==> src/rtl/time_display_mux.sv <==
// HH.MM driver for a 4-digit multiplexed, active-low seven-segment display.
// Build option DISPLAY_BLINK_EN adds a blink of the whole display while set_mode is high.
module time_display_mux #(
  parameter int CLK_HZ   = 50_000_000,
  parameter int SCAN_HZ  = 1000,
  parameter int BLINK_HZ = 2
) (
  input  logic       userclock,
  input  logic       reset,
  input  logic [7:0] minutes,
  input  logic [6:0] hours,
  input  logic       set_mode,
  output logic [6:0] seg,
  output logic [3:0] an,
  output logic       dp
);

  localparam int DIV = CLK_HZ / SCAN_HZ;
  localparam int CW  = (DIV > 1) ? $clog2(DIV) : 1;
  localparam logic [CW-1:0] CNT_MAX = CW'(DIV - 1);

  localparam logic [6:0] SEG_BLANK = 7'b1111111;
  localparam logic [6:0] SEG_DASH  = 7'b0111111;

  typedef enum logic [1:0] {
    IDLE,
    CONV,
    DONE
  } conv_state_t;

  function automatic logic [6:0] seg_code(input logic [3:0] d);
    logic [6:0] s;
    case (d)
      4'd0:    s = 7'b1000000;
      4'd1:    s = 7'b1111001;
      4'd2:    s = 7'b0100100;
      4'd3:    s = 7'b0110000;
      4'd4:    s = 7'b0011001;
      4'd5:    s = 7'b0010010;
      4'd6:    s = 7'b0000010;
      4'd7:    s = 7'b1111000;
      4'd8:    s = 7'b0000000;
      4'd9:    s = 7'b0010000;
      default: s = SEG_BLANK;
    endcase
    return s;
  endfunction

  // One double-dabble iteration on {bcd[11:0], bin[7:0]}: correct nibbles, then shift.
  function automatic logic [19:0] dabble_step(input logic [19:0] v);
    logic [19:0] r;
    r = v;
    for (int n = 0; n < 3; n++) begin
      if (r[8+4*n +: 4] >= 4'd5) begin
        r[8+4*n +: 4] = r[8+4*n +: 4] + 4'd3;
      end
    end
    return r << 1;
  endfunction

  logic [CW-1:0] cnt;
  logic          scan_tick;
  logic [1:0]    idx;
  logic          ghost;

  conv_state_t   state;
  logic          start_pend;
  logic          start;
  logic [2:0]    iter;
  logic [19:0]   min_sh;
  logic [19:0]   hr_sh;
  logic [7:0]    min_snap;
  logic [6:0]    hr_snap;
  logic          min_over;
  logic          hr_over;

  logic [6:0]    pend [4];
  logic [6:0]    disp [4];

  logic [3:0]    an_s;
  logic          dp_s;
  logic [3:0]    an_nxt;
  logic [6:0]    seg_nxt;
  logic          dp_nxt;
  logic          blink_mask;

  assign scan_tick = (cnt == CNT_MAX);
  assign start     = start_pend | (scan_tick & (idx == 2'd2));
  assign min_over  = (min_snap > 8'd59);
  assign hr_over   = (hr_snap > 7'd23);

  // Prescaler, digit index and the frame-boundary commit of pending digits.
  always_ff @(posedge userclock) begin
    if (reset) begin
      cnt   <= '0;
      idx   <= 2'd3;
      ghost <= 1'b0;
      for (int i = 0; i < 4; i++) begin
        disp[i] <= SEG_BLANK;
      end
    end else begin
      cnt   <= scan_tick ? '0 : cnt + 1'b1;
      ghost <= scan_tick;
      if (scan_tick) begin
        idx <= idx + 2'd1;
        if (idx == 2'd3) begin
          for (int i = 0; i < 4; i++) begin
            disp[i] <= pend[i];
          end
        end
      end
    end
  end

  // Conversion engine: snapshot, 8 dabble iterations, then publish to pending digits.
  always_ff @(posedge userclock) begin
    if (reset) begin
      state      <= IDLE;
      start_pend <= 1'b1;
      iter       <= '0;
      min_sh     <= '0;
      hr_sh      <= '0;
      min_snap   <= '0;
      hr_snap    <= '0;
      for (int i = 0; i < 4; i++) begin
        pend[i] <= SEG_BLANK;
      end
    end else begin
      start_pend <= 1'b0;
      case (state)
        IDLE: begin
          if (start) begin
            min_sh   <= {12'd0, minutes};
            hr_sh    <= {13'd0, hours};
            min_snap <= minutes;
            hr_snap  <= hours;
            iter     <= '0;
            state    <= CONV;
          end
        end
        CONV: begin
          min_sh <= dabble_step(min_sh);
          hr_sh  <= dabble_step(hr_sh);
          iter   <= iter + 3'd1;
          if (iter == 3'd7) begin
            state <= DONE;
          end
        end
        DONE: begin
          pend[0] <= min_over ? SEG_DASH : seg_code(min_sh[11:8]);
          pend[1] <= min_over ? SEG_DASH : seg_code(min_sh[15:12]);
          pend[2] <= hr_over  ? SEG_DASH : seg_code(hr_sh[11:8]);
          if (hr_over) begin
            pend[3] <= SEG_DASH;
          end else if (hr_sh[15:12] == 4'd0) begin
            pend[3] <= SEG_BLANK;
          end else begin
            pend[3] <= seg_code(hr_sh[15:12]);
          end
          state <= IDLE;
        end
        default: state <= IDLE;
      endcase
    end
  end

`ifdef DISPLAY_BLINK_EN
  localparam int HALF = CLK_HZ / (2 * BLINK_HZ);
  localparam int BW   = (HALF > 1) ? $clog2(HALF) : 1;
  localparam logic [BW-1:0] BLINK_MAX = BW'(HALF - 1);

  logic [BW-1:0] blink_cnt;
  logic          blink_on;

  // Blink phase restarts in the on-phase whenever set_mode is low.
  always_ff @(posedge userclock) begin
    if (reset || !set_mode) begin
      blink_cnt <= '0;
      blink_on  <= 1'b1;
    end else if (blink_cnt == BLINK_MAX) begin
      blink_cnt <= '0;
      blink_on  <= ~blink_on;
    end else begin
      blink_cnt <= blink_cnt + 1'b1;
    end
  end

  assign blink_mask = set_mode & ~blink_on;
`else
  localparam int unused_blink_hz = BLINK_HZ;
  logic unused_set_mode;

  assign unused_set_mode = set_mode;
  assign blink_mask      = 1'b0;
`endif

  // Tick cycle blanks everything; the following cycle lights the newly selected digit.
  always_comb begin
    an_nxt  = an_s;
    seg_nxt = seg;
    dp_nxt  = dp_s;
    if (scan_tick) begin
      an_nxt  = 4'b1111;
      seg_nxt = SEG_BLANK;
      dp_nxt  = 1'b1;
    end else if (ghost) begin
      an_nxt  = ~(4'b0001 << idx);
      seg_nxt = disp[idx];
      dp_nxt  = (idx != 2'd2);
    end
  end

  always_ff @(posedge userclock) begin
    if (reset) begin
      an_s <= 4'b1111;
      dp_s <= 1'b1;
      seg  <= SEG_BLANK;
      an   <= 4'b1111;
      dp   <= 1'b1;
    end else begin
      an_s <= an_nxt;
      dp_s <= dp_nxt;
      seg  <= seg_nxt;
      an   <= blink_mask ? 4'b1111 : an_nxt;
      dp   <= blink_mask ? 1'b1 : dp_nxt;
    end
  end

endmodule

==> config.mk <==
export PLATFORM = sky130hd
export DESIGN_NAME = time_display_mux
export DESIGN_NICKNAME = d
export VERILOG_FILES = /design/src/rtl/time_display_mux.sv
export SDC_FILE = /design/constraint.sdc
export NUM_CORES = 1
export LEC_CHECK = 0
export CAP_MARGIN = 20
export CORE_ASPECT_RATIO = 0.8
export CORE_MARGIN = 3
export CORE_UTILIZATION = 55
export CTS_CLUSTER_DIAMETER = 120
export DETAILED_ROUTE_END_ITERATION = 10
export PLACE_DENSITY = 0.78
export SETUP_SLACK_MARGIN = 0.1
export SLEW_MARGIN = 15
export SYNTH_ARGS = -nofsm -noshare
export SYNTH_HDL_FRONTEND = slang
export SYNTH_SLANG_ARGS = --single-unit
export TNS_END_PERCENT = 30
==> constraint.sdc <==
create_clock -name userclock -period 3.1 [get_ports userclock]
set_input_delay 0.62 -clock userclock [delete_from_list [all_inputs] [get_ports userclock]]
set_output_delay 0.62 -clock userclock [all_outputs]
set_load 0.05 [all_outputs]
==> metrics.txt <==
outcome=completed; Rel. slew slack=52.4%; Crit Path Category=reg -> reg; share of the synthesized area in the top cell type=29.0%; vias in the first global route=5020; switch share=22.3%; Pleak=3.11 nW; worst hold path type=reg -> reg; TritonCTS clock tree=yes; top post-synthesis cells by count=dfxtp_1 (106), nand2_1 (80), nor2_1 (64), edfxtp_1 (56); Core Region=13000 um2; Antenna diodes=0; footprint of the multi-input gates=3250 um2; GPL Wtd Cong=0.837; Detail Route Antenna Nets=0; async set or reset register ratio after synthesis=0%; clock share of power=45.7%; initial antenna violation count=0; Cell variety after synth=66; Reg-to-Reg Start=cnt[5]; Worst-Margin Slew=0.711 ns; final core occ=65.0%; drt drc=0; FF+latch count, synth=162; Switch Pwr=1.01 mW; unrepaired setup endpoints after global routing=false; syn_nets=742; flop2flop setup slack=0.20 ns; Layout area overhead=15.0%; Die Y=109 um; WL final=14200 um; Reg2Reg Depth=8; clock sink count=162; Port Buf Inserts=28; sequential element share of the synthesized area=51.9%; Filler Cell Count=989; synth warn=0; Max H-tree Level=4; total CTS buffers=17; grt total ovfl=0; DP HPWL=9980 um; layout net count=772; Clk Latency, worst-skew pair=0.43 ns; crit share post-route=93.6%; Crit. Startpoint=cnt[5]; P_int=3.53 mW; CTS clock-pin slew for the worst setup and hold paths=0.06 ns; 1st-iter DRT viols=367; final setup margin=0.198 ns; largest net degree at the start of global routing=43; die width=135 um; Critical Path Start Type=flip-flop; dpl cell area=7830 um2; initial core utilization=56.5%; TritonRoute pass-1 iters=4; clk buf depth=2; Final Cell Area=8430 um2; XOR/XNOR Fraction of Synth Area=3.23%; total power=4.55 mW; Cell Area, Synth=7330 um2; CP required=3.40 ns; io pins=30; simple-gate share of the synthesized area=17.3%; Max Cap Viol=0; Final setup viols=0; CP Max Fanout=4; Synth Area in Adders=5.98%; post-synthesis mux area share=5.84%; setup repair bufs after CTS=0; clk_skew=0.00706 ns; Syn Area/Cell=10.6 um2; most frequent cell after synthesis=dfxtp_1; Fin. Hold Viols=0; CP endpoint kind=flip-flop; clk root buf=clkbuf_16; setup TNS=0 ns; power per cell area=540 nW/um2; Slew Viols, Final=0; Arr. time, crit path=3.20 ns; Cells after Synth=689; area leader, netlist=dfxtp_1; CTS-repair resized insts=0; register area=3800 um2; Peak Freq=345 MHz; Top FF cell, synth=dfxtp_1; placed cell count=875; sequential share of power=49.7%; combinational share of power=4.5%; Overall Global Routing Usage=20.9%; drt wl/cell=15.6 um; vias=5105; Setup WS pre-CTS=0.282 ns; largest family of logic cells by synthesized area=simple AND/OR/NAND/NOR gates; layout cells sized above 1=13.8%; peak supply drop=0.394 mV; Compound-Gate Fraction of Synth Area=11.9%; Area contributors post-synth=dfxtp_1 (29%), edfxtp_1 (23%), ha_1 (6.0%), nand2_1 (4.1%), mux2i_1 (3.7%); Post-synth EDFFs=56; minimum clock period=2.90 ns; first-pass GRT wire length=23900 um; DR vias/cell=5.63; Final Non-Filler Cells=907; Min Hold Slack=0.470 ns; DIE AREA=14700 um2; Hold Buf Count CTS=0; FP Rows=37
[worst max-delay path: stages (launching register included)]
cell,delay [ns]
dfxtp_1,0.33
or4b_4,0.58
o41a_1,0.49
nor2_2,0.29
o22ai_1,0.14
and2_1,0.21
ha_1,0.20
nor4_1,0.43
a311oi_1,0.09
[how the worst min path moves through the flow]
stage / startpoint / endpoint / slack, ns / cells past startpoint
global placement: cnt[0] / cnt[0] / 0.44 / 1
global route: cnt[0] / cnt[0] / 0.49 / 1
CTS: min_sh[0] / min_sh[0] / 0.47 / 2
finish: min_sh[0] / min_sh[0] / 0.47 / 2
detailed placement: min_sh[0] / min_sh[0] / 0.45 / 2
floorplan: cnt[0] / cnt[0] / 0.43 / 1
[power groups by stage]
stage / clock (mW) / combinational [mW] / sequential [mW]
6_report: 2.08 / 0.206 / 2.26
5_1_grt: 2.20 / 0.228 / 2.27
4_1_cts: 2.13 / 0.206 / 2.26
3_5_place_dp: 0 / 0.204 / 2.31
3_3_place_gp: 0 / 0.197 / 2.31
2_1_floorplan: 0 / 0.138 / 2.30
[kinds of logic after synthesis]
family / count (synthesis)
mux: 34
xor+xnor: 27
flops: 162
simple gates: 252
fa+ha+maj: 35
buf+inv: 69
compound gates: 110
[cell type report]
type | count | area share [%]
multi-input cells | 458 | 38.6
inverters | 32 | 1.43
repair buffers | 48 | 5.20
flip-flops and latches | 162 | 45.1
well taps | 175 | 2.60
clock buffers | 18 | 5.21
clock inverters | 14 | 1.84
[per-layer routing]
layer | vias to the layer above | part of all wire, % | GRT usage, %
met1 | 2425 | 46 | 27.2
met4 | 0 | 1.5 | 8.63
met2 | 157 | 47 | 33.8
met3 | 26 | 5.8 | 4.94
met5 | - | 0 | 0
li1 | 2497 | - | -
[placed cells by master (no fill, tap or decap), types with 4 or more instances in the layout]
cell type / instances
or2_2: 18
buf_4: 19
a21oi_1: 14
o21ai_0: 15
a32o_1: 6
a22o_1: 4
inv_1: 26
a211oi_1: 9
clkdlybuf4s50_1: 27
and2_1: 8
xnor2_1: 17
nand2b_1: 5
or3_1: 35
ha_1: 35
nor2_1: 63
nand2_1: 80
xor2_1: 10
clkinv_4: 4
clkbuf_16: 17
edfxtp_1: 56
o22ai_1: 4
o21ai_1: 4
inv_2: 5
a311oi_1: 15
mux2i_1: 27
dfxtp_1: 106
a21o_1: 4
nor3_1: 5
and3_1: 8
nand3_1: 7
mux4_2: 7
nor3b_1: 4
No activity file was read; power rests on OpenSTA's default activity.
